[src/rtl/fwd_pkg.sv]
// Shared constants for the operand forwarding controller.
// Optional counters are built only when FWD_STATS_EN is defined.
package fwd_pkg;

  typedef logic [1:0] sel_t;

  localparam sel_t SEL_RF    = 2'd0;
  localparam sel_t SEL_EXMEM = 2'd1;
  localparam sel_t SEL_MEMWB = 2'd2;

  localparam int CNT_W = 16;

endpackage

[src/rtl/fwd_ctrl_if.sv]
// EX/ID-side bundle of the forwarding controller.
// master drives pipeline info; slave is the controller.
interface fwd_ctrl_if
  import fwd_pkg::*;
#(
  parameter int DATA_W = 32,
  parameter int REG_AW = 6
);

  logic              ex_valid;
  logic              ex_wr_en;
  logic              ex_is_load;
  logic [REG_AW-1:0] ex_rd;
  logic [DATA_W-1:0] ex_result;
  logic [DATA_W-1:0] mem_rdata;
  logic [REG_AW-1:0] id_rs_a;
  logic [REG_AW-1:0] id_rs_b;

  sel_t              sel_a;
  sel_t              sel_b;
  logic [DATA_W-1:0] exmem_data;
  logic [DATA_W-1:0] memwb_data;
  logic              hazard_stall;
  logic [CNT_W-1:0]  fwd_count;
  logic [CNT_W-1:0]  stall_count;

  modport master (
    output ex_valid, ex_wr_en, ex_is_load,
    output ex_rd, ex_result, mem_rdata,
    output id_rs_a, id_rs_b,
    input  sel_a, sel_b,
    input  exmem_data, memwb_data,
    input  hazard_stall,
    input  fwd_count, stall_count
  );

  modport slave (
    input  ex_valid, ex_wr_en, ex_is_load,
    input  ex_rd, ex_result, mem_rdata,
    input  id_rs_a, id_rs_b,
    output sel_a, sel_b,
    output exmem_data, memwb_data,
    output hazard_stall,
    output fwd_count, stall_count
  );

endinterface

[src/rtl/fwd_slot.sv]
// One pipeline result slot: valid/rd/data with freeze
// and bubble insertion.
module fwd_slot #(
  parameter int DATA_W = 32,
  parameter int REG_AW = 6
) (
  input  logic              clk,
  input  logic              rst_n,
  input  logic              hold,
  input  logic              bubble,
  input  logic              valid_i,
  input  logic [REG_AW-1:0] rd_i,
  input  logic [DATA_W-1:0] data_i,
  output logic              valid_q,
  output logic [REG_AW-1:0] rd_q,
  output logic [DATA_W-1:0] data_q
);

  logic              valid_d;
  logic [REG_AW-1:0] rd_d;
  logic [DATA_W-1:0] data_d;

  always_comb begin
    valid_d = valid_q;
    rd_d    = rd_q;
    data_d  = data_q;
    if (!hold) begin
      valid_d = valid_i & ~bubble;
      rd_d    = rd_i;
      data_d  = data_i;
    end
  end

  always_ff @(posedge clk or negedge rst_n) begin
    if (!rst_n) begin
      valid_q <= 1'b0;
      rd_q    <= '0;
      data_q  <= '0;
    end else begin
      valid_q <= valid_d;
      rd_q    <= rd_d;
      data_q  <= data_d;
    end
  end

endmodule

[src/rtl/fwd_ctrl.sv]
// Operand forwarding and load-use hazard controller.
// Define FWD_STATS_EN to build the fwd/stall event counters.
module fwd_ctrl
  import fwd_pkg::*;
#(
  parameter int DATA_W = 32,
  parameter int REG_AW = 6
) (
  input  logic     clk,
  input  logic     rst_n,
  input  logic     hold,
  input  logic     flush,
  fwd_ctrl_if.slave bus
);

  logic              v1, v2;
  logic [REG_AW-1:0] rd1, rd2;
  logic [DATA_W-1:0] data1, data2;
  logic [DATA_W-1:0] wb_data;
  logic              ld1_q, ld1_d;
  logic              stall;
  logic              bubble1;
  logic              m1a, m1b, m2a, m2b;
  sel_t              sel_a, sel_b;

  assign bubble1 = flush | stall;
  assign wb_data = ld1_q ? bus.mem_rdata : data1;

  fwd_slot #(.DATA_W(DATA_W), .REG_AW(REG_AW)) u_exmem (
    .clk     (clk),
    .rst_n   (rst_n),
    .hold    (hold),
    .bubble  (bubble1),
    .valid_i (bus.ex_valid & bus.ex_wr_en),
    .rd_i    (bus.ex_rd),
    .data_i  (bus.ex_result),
    .valid_q (v1),
    .rd_q    (rd1),
    .data_q  (data1)
  );

  fwd_slot #(.DATA_W(DATA_W), .REG_AW(REG_AW)) u_memwb (
    .clk     (clk),
    .rst_n   (rst_n),
    .hold    (hold),
    .bubble  (1'b0),
    .valid_i (v1),
    .rd_i    (rd1),
    .data_i  (wb_data),
    .valid_q (v2),
    .rd_q    (rd2),
    .data_q  (data2)
  );

  always_comb begin
    ld1_d = ld1_q;
    if (!hold) ld1_d = bus.ex_is_load;
  end

  always_ff @(posedge clk or negedge rst_n) begin
    if (!rst_n) ld1_q <= 1'b0;
    else        ld1_q <= ld1_d;
  end

  // r0 is hardwired zero and never a forwarding source
  assign m1a = v1 && (rd1 != '0) && (rd1 == bus.id_rs_a);
  assign m1b = v1 && (rd1 != '0) && (rd1 == bus.id_rs_b);
  assign m2a = v2 && (rd2 != '0) && (rd2 == bus.id_rs_a);
  assign m2b = v2 && (rd2 != '0) && (rd2 == bus.id_rs_b);

  assign stall = ld1_q & (m1a | m1b);

  // a pending load in EX/MEM hides older MEM/WB copies
  always_comb begin
    sel_a = SEL_RF;
    priority case (1'b1)
      m1a:     sel_a = ld1_q ? SEL_RF : SEL_EXMEM;
      m2a:     sel_a = SEL_MEMWB;
      default: sel_a = SEL_RF;
    endcase
  end

  always_comb begin
    sel_b = SEL_RF;
    priority case (1'b1)
      m1b:     sel_b = ld1_q ? SEL_RF : SEL_EXMEM;
      m2b:     sel_b = SEL_MEMWB;
      default: sel_b = SEL_RF;
    endcase
  end

  assign bus.sel_a        = sel_a;
  assign bus.sel_b        = sel_b;
  assign bus.hazard_stall = stall;
  assign bus.exmem_data   = data1;
  assign bus.memwb_data   = data2;

`ifdef FWD_STATS_EN
  logic [CNT_W-1:0] fwd_cnt_q, fwd_cnt_d;
  logic [CNT_W-1:0] stall_cnt_q, stall_cnt_d;
  logic             any_fwd;

  assign any_fwd = (sel_a != SEL_RF) || (sel_b != SEL_RF);

  always_comb begin
    fwd_cnt_d   = fwd_cnt_q;
    stall_cnt_d = stall_cnt_q;
    if (!hold) begin
      if (any_fwd && (fwd_cnt_q != '1))
        fwd_cnt_d = fwd_cnt_q + CNT_W'(1);
      if (stall && (stall_cnt_q != '1))
        stall_cnt_d = stall_cnt_q + CNT_W'(1);
    end
  end

  always_ff @(posedge clk or negedge rst_n) begin
    if (!rst_n) begin
      fwd_cnt_q   <= '0;
      stall_cnt_q <= '0;
    end else begin
      fwd_cnt_q   <= fwd_cnt_d;
      stall_cnt_q <= stall_cnt_d;
    end
  end

  assign bus.fwd_count   = fwd_cnt_q;
  assign bus.stall_count = stall_cnt_q;
`else
  assign bus.fwd_count   = '0;
  assign bus.stall_count = '0;
`endif

endmodule
[src/flat_wrapper.sv]
// flat-port wrapper written by rule: the top's interface ports become plain ports
module fwd_ctrl_flat import fwd_pkg::*;
#(
  parameter int DATA_W = 32,
  parameter int REG_AW = 6
)
  (clk, rst_n, hold, flush, bus_ex_valid, bus_ex_wr_en, bus_ex_is_load, bus_ex_rd, bus_ex_result, bus_mem_rdata, bus_id_rs_a, bus_id_rs_b, bus_sel_a, bus_sel_b, bus_exmem_data, bus_memwb_data, bus_hazard_stall, bus_fwd_count, bus_stall_count);
  fwd_ctrl_if #(.DATA_W(DATA_W), .REG_AW(REG_AW)) bus_i ();
  input  logic clk;
  input  logic rst_n;
  input  logic hold;
  input  logic flush;
  input wire logic [$bits(bus_i.ex_valid)-1:0] bus_ex_valid;
  input wire logic [$bits(bus_i.ex_wr_en)-1:0] bus_ex_wr_en;
  input wire logic [$bits(bus_i.ex_is_load)-1:0] bus_ex_is_load;
  input wire logic [$bits(bus_i.ex_rd)-1:0] bus_ex_rd;
  input wire logic [$bits(bus_i.ex_result)-1:0] bus_ex_result;
  input wire logic [$bits(bus_i.mem_rdata)-1:0] bus_mem_rdata;
  input wire logic [$bits(bus_i.id_rs_a)-1:0] bus_id_rs_a;
  input wire logic [$bits(bus_i.id_rs_b)-1:0] bus_id_rs_b;
  output wire logic [$bits(bus_i.sel_a)-1:0] bus_sel_a;
  output wire logic [$bits(bus_i.sel_b)-1:0] bus_sel_b;
  output wire logic [$bits(bus_i.exmem_data)-1:0] bus_exmem_data;
  output wire logic [$bits(bus_i.memwb_data)-1:0] bus_memwb_data;
  output wire logic [$bits(bus_i.hazard_stall)-1:0] bus_hazard_stall;
  output wire logic [$bits(bus_i.fwd_count)-1:0] bus_fwd_count;
  output wire logic [$bits(bus_i.stall_count)-1:0] bus_stall_count;
  assign bus_i.ex_valid = bus_ex_valid;
  assign bus_i.ex_wr_en = bus_ex_wr_en;
  assign bus_i.ex_is_load = bus_ex_is_load;
  assign bus_i.ex_rd = bus_ex_rd;
  assign bus_i.ex_result = bus_ex_result;
  assign bus_i.mem_rdata = bus_mem_rdata;
  assign bus_i.id_rs_a = bus_id_rs_a;
  assign bus_i.id_rs_b = bus_id_rs_b;
  assign bus_sel_a = bus_i.sel_a;
  assign bus_sel_b = bus_i.sel_b;
  assign bus_exmem_data = bus_i.exmem_data;
  assign bus_memwb_data = bus_i.memwb_data;
  assign bus_hazard_stall = bus_i.hazard_stall;
  assign bus_fwd_count = bus_i.fwd_count;
  assign bus_stall_count = bus_i.stall_count;
  fwd_ctrl #(.DATA_W(DATA_W), .REG_AW(REG_AW)) u_core (.clk(clk), .rst_n(rst_n), .hold(hold), .flush(flush), .bus(bus_i));
endmodule
[config.mk]
export PLATFORM = sky130hd
export DESIGN_NAME = fwd_ctrl_flat
export DESIGN_NICKNAME = d
export VERILOG_FILES = /design/src/rtl/fwd_pkg.sv /design/src/rtl/fwd_ctrl_if.sv /design/src/rtl/fwd_slot.sv /design/src/rtl/fwd_ctrl.sv /design/src/flat_wrapper.sv
export SDC_FILE = /design/constraint.sdc
export NUM_CORES = 1
export LEC_CHECK = 0
export ABC_AREA = 1
export CORE_ASPECT_RATIO = 0.6
export CORE_MARGIN = 3
export CORE_UTILIZATION = 44
export CTS_CLUSTER_SIZE = 10
export DETAILED_ROUTE_END_ITERATION = 8
export PLACE_DENSITY = 0.95
export SLEW_MARGIN = 20
export SYNTH_ARGS = -nofsm -noshare
export SYNTH_HDL_FRONTEND = slang
export SYNTH_SLANG_ARGS = --single-unit
[constraint.sdc]
create_clock -name clk -period 2.7 [get_ports clk]
set_input_delay 0.675 -clock clk [delete_from_list [all_inputs] [get_ports clk]]
set_output_delay 0.675 -clock clk [all_outputs]
set_load 0.005 [all_outputs]
==> results by stage <==
Clock network:
- For this design, the CTS-stage hold fixing added 0 buffers.
- The number of buffers inserted during clock tree synthesis is 9.
- TritonCTS built the clock tree.
- Clock-pin slew was measured on the worst setup and hold paths at 60 ps.
- The H-tree depth is 3.
- At the later pin of the worst-skew pair, clock insertion delay measures 330 ps.
- The buffer cell driving the clock tree root is sky130_fd_sc_hd__clkbuf_16.
- The clock sink count is 79.
- The clock passes through at most 2 buffers.

Final layout:
- The top cell types in the final layout, fill and taps aside, are 140 x sky130_fd_sc_hd__clkdlybuf4s50_1, 135 x sky130_fd_sc_hd__nand2_1, 79 x sky130_fd_sc_hd__dfrtp_1.
- Relative to the synthesized area, the layout overhead comes to 47.7%.
- The post-route cell area is 5740 um^2.
- The share of final-layout standard cells stronger than drive strength 1 is 0.0616.
- The repair_antennas step left the layout with diodes totalling 0.
- The net total in the final layout is slightly above 700.
- The library cell used most frequently in the layout, excluding fill and tap cells, is sky130_fd_sc_hd__clkdlybuf4s50_1.

Timing:
- Subtracting the final worst setup slack from the clock period gives about 2700 ps.
- The worst slew margin relative to its limit is 0.584.
- The final count of negative-setup-slack endpoints is 0.
- The max-slew violation total from the final report is 0.
- The final setup skew is between 7 and 8 ps.
- Derived from the worst setup path, the maximum achievable clock frequency is roughly 0.38 GHz.
- The summed negative setup slack over all endpoints is 0 ps.
- Dividing the final minimum period by the clock period gives 0.983.
- Setup repair after global routing left no endpoint under its margin.
- The transition time of the tightest slew-check pin is 623 ps.
- The worst path meets setup with ~46 ps of slack.
- The total count of hold-check failures in the final report was 0.

Synth:
- The number of standard cells after synthesis is 479.
- The average instance in the mapped netlist occupies around 8.1 um^2.
- After synthesis the netlist holds a flip-flop and latch count of 79.
- The share of the Yosys chip area taken by registers is 0.508.
- The total number of yosys warnings is 0.
- The synthesized area is 3890 um^2.
- The number of different library cells used by synthesis comes to 25.

Critical path:
- The maximum fanout along the worst path is 3.
- The end of the worst register-to-register path is u_core.u_memwb.data_q[24]$_DFFE_PN0N_.
- The number of cells traversed by the worst register-to-register path is 4.
- The launching element of the worst setup path is bus_id_rs_b[1].
- The endpoint required time on the critical path is 2030 ps.
- The arrival time at the worst endpoint is 1980 ps.
- The most critical setup path has its endpoint at bus_sel_b[1].
- STA classifies the critical path startpoint as an input pin.
- The beginning of the worst register-to-register path is u_core.ld1_q$_DFFE_PN0N_.
- For flop-to-flop paths, the worst setup slack is 890 ps.
- The worst setup path is captured at a primary output.
- By startpoint and endpoint, the worst setup path is classified as input pin to primary output.

Die:
- The placement row count is 25.
- The die boundary width is 127 um.
- In this run the count of I/O pins placed on the die edge is 190.
- The vertical extent of the die is 78.8 um.
- The initial utilization of the core area, before any placement, comes to 0.473.
- The area of the core is 8230 um^2.
- The area of the die is 10,000 um^2.

Place:
- Detailed placement ended at an HPWL of between 8000 and 9000 um.
- The setup slack at placement is -344 ps.
- The port buffer count is around 160.
- The global placement routability congestion is around 0.9.
- In this run the cell area measured after placement is 5370 um^2.

Outcome:
- The flow ran to the end, and the final reports show no timing, DRC or antenna violations.

Global route:
- The total track usage is 0.224.
- For this run the aggregate overflow at the end of global routing stands at 0.
- The first global-routing pass estimated 17,900 um of wire.
- The number of antenna violations at the first check in global routing is 0.
- Entering global routing, the biggest net connects 80 pins.
- The number of global-route vias before repair is 3,660.

Power:
- For this design the static power due to leakage is 2.72 nW.
- The largest vdd supply drop is 0.383 mV.
- Overall power consumption after layout is estimated at between 3 and 4 mW.
- The power density relative to cell area is 623 nW/um^2.

Drt:
- Dividing the detail-routed wire length by the instance count gives ~15 um.
- For this run, design rule violations remaining after detail routing come to 0.
- For this block, the initial DRC count from the detailed router was between 200 and 300.
- The via density per instance is 4.93.
- The count of nets left with antenna violations after detail routing is 0.
- The number of detailed-routing iterations run before antenna repair is 5.
- Across all layers, the routed design uses 3,656 vias.
- The detailed-route wire length is 11,100 um.

Run:
- The tool flagged a number of max-cap violations equal to 0.

Worst hold path:
- The worst hold-check path type is input pin to async pin.
## worst min-delay path by stage
stage,end,slack (ps),startpoint
after CTS,u_core.u_memwb.rd_q[4]$_DFFE_PN0N_,480,u_core.u_memwb.rd_q[4]$_DFFE_PN0N_
after global placement,u_core.u_memwb.rd_q[4]$_DFFE_PN0N_,470,u_core.u_memwb.rd_q[4]$_DFFE_PN0N_
final,u_core.u_exmem.data_q[26]$_DFFE_PN0N_,280,rst_n
after global routing,u_core.u_exmem.data_q[29]$_DFFE_PN0N_,310,rst_n
after detailed placement,u_core.u_memwb.rd_q[4]$_DFFE_PN0N_,470,u_core.u_memwb.rd_q[4]$_DFFE_PN0N_
after floorplan,u_core.ld1_q$_DFFE_PN0N_,380,rst_n
## timing repair
item / 4_1_cts / 5_1_grt
setup endpoints to repair: 5 / 2
pin swaps: 4 / 4
setup buffers: 0 / 0
resized for setup: 18 / 6
## synth_stat cells
cell / count / share of area
sky130_fd_sc_hd__o21a_1: 1 / 0.0019
sky130_fd_sc_hd__xor2_1: 7 / 0.016
sky130_fd_sc_hd__or2_1: 2 / 0.0032
sky130_fd_sc_hd__nor2_1: 45 / 0.043
sky130_fd_sc_hd__o21ai_0: 10 / 0.013
sky130_fd_sc_hd__xnor2_1: 8 / 0.018
sky130_fd_sc_hd__buf_2: 11 / 0.014
sky130_fd_sc_hd__dfrtp_1: 79 / 0.51
sky130_fd_sc_hd__clkbuf_8: 1 / 0.0035
sky130_fd_sc_hd__buf_4: 38 / 0.073
sky130_fd_sc_hd__inv_2: 4 / 0.0039
sky130_fd_sc_hd__nand3_1: 1 / 0.0013
sky130_fd_sc_hd__and3_1: 1 / 0.0016
sky130_fd_sc_hd__nand4_1: 4 / 0.0064
sky130_fd_sc_hd__a21oi_1: 65 / 0.084
sky130_fd_sc_hd__or2_2: 2 / 0.0032
sky130_fd_sc_hd__clkbuf_1: 6 / 0.0058
sky130_fd_sc_hd__conb_1: 1 / 0.00096
sky130_fd_sc_hd__nand3_2: 2 / 0.0051
sky130_fd_sc_hd__inv_1: 31 / 0.030
sky130_fd_sc_hd__o211ai_1: 1 / 0.0019
sky130_fd_sc_hd__nand2_1: 135 / 0.13
sky130_fd_sc_hd__nor2_2: 1 / 0.0016
sky130_fd_sc_hd__nor3_1: 3 / 0.0039
sky130_fd_sc_hd__o21ai_1: 20 / 0.026
## flip-flops by register name, indices dropped and copies added, names as in the netlist
register and cells:
u_core.u_exmem.valid_q 1, u_core.u_memwb.valid_q 1, u_core.u_memwb.data_q 32, u_core.u_exmem.rd_q 6, u_core.u_exmem.data_q 32, u_core.ld1_q 1, u_core.u_memwb.rd_q 6
## per-layer routing
layer / share of wire / up-vias / GRT usage
li1: - / 1742 / -
met1: 0.39 / 1689 / 0.275
met2: 0.46 / 198 / 0.359
met3: 0.12 / 27 / 0.0954
met4: 0.021 / 0 / 0.0739
met5: 0 / - / 0
## area by class of cell
cell class / count / area [um^2]
fillers: 622 / 2480
flip-flops and latches: 79 / 1980
repair buffers: 164 / 1610
multi-input cells: 340 / 1530
clock buffers: 9 / 225
well taps: 108 / 135
clock inverters: 6 / 134
inverters: 35 / 131
## worst max-delay path, stage by stage
cell and delay [ps]:
sky130_fd_sc_hd__clkdlybuf4s50_1 440, sky130_fd_sc_hd__xor2_1 160, sky130_fd_sc_hd__nor2_1 170, sky130_fd_sc_hd__nand3_2 110
sky130_fd_sc_hd__and3_1 160, sky130_fd_sc_hd__dlygate4sd2_1 260
## metrics by stage
step,std cells,hold WS [ps],util
6_report,741,284,0.698
5_1_grt,741,314,0.698
4_1_cts,740,484,0.695
3_5_place_dp,725,472,0.653
3_3_place_gp,725,471,0.653
2_1_floorplan,510,379,-
## cell families (layout without fill, tap and decap cells)
family          count (synthesis)  after routing  synth area share
simple gates                  196            196             0.200
flops                          79             79             0.508
compound gates                 97             97             0.126
other cells                     1             32          0.000964
buf+inv                        91            214             0.131
xor+xnor                       15             15            0.0338
## power by group
| part | leakage, nW | switching [mW] | internal [mW] | total [mW] |
|---|---|---|---|---|
| clock network | 0.175 | 0.453 | 0.991 | 1.44 |
| registers | 0.942 | 0.105 | 1.31 | 1.42 |
| logic | 1.61 | 0.315 | 0.400 | 0.716 |
| total | 2.72 | 0.873 | 2.70 | 3.58 |
Power figures use the tool's default switching activity.
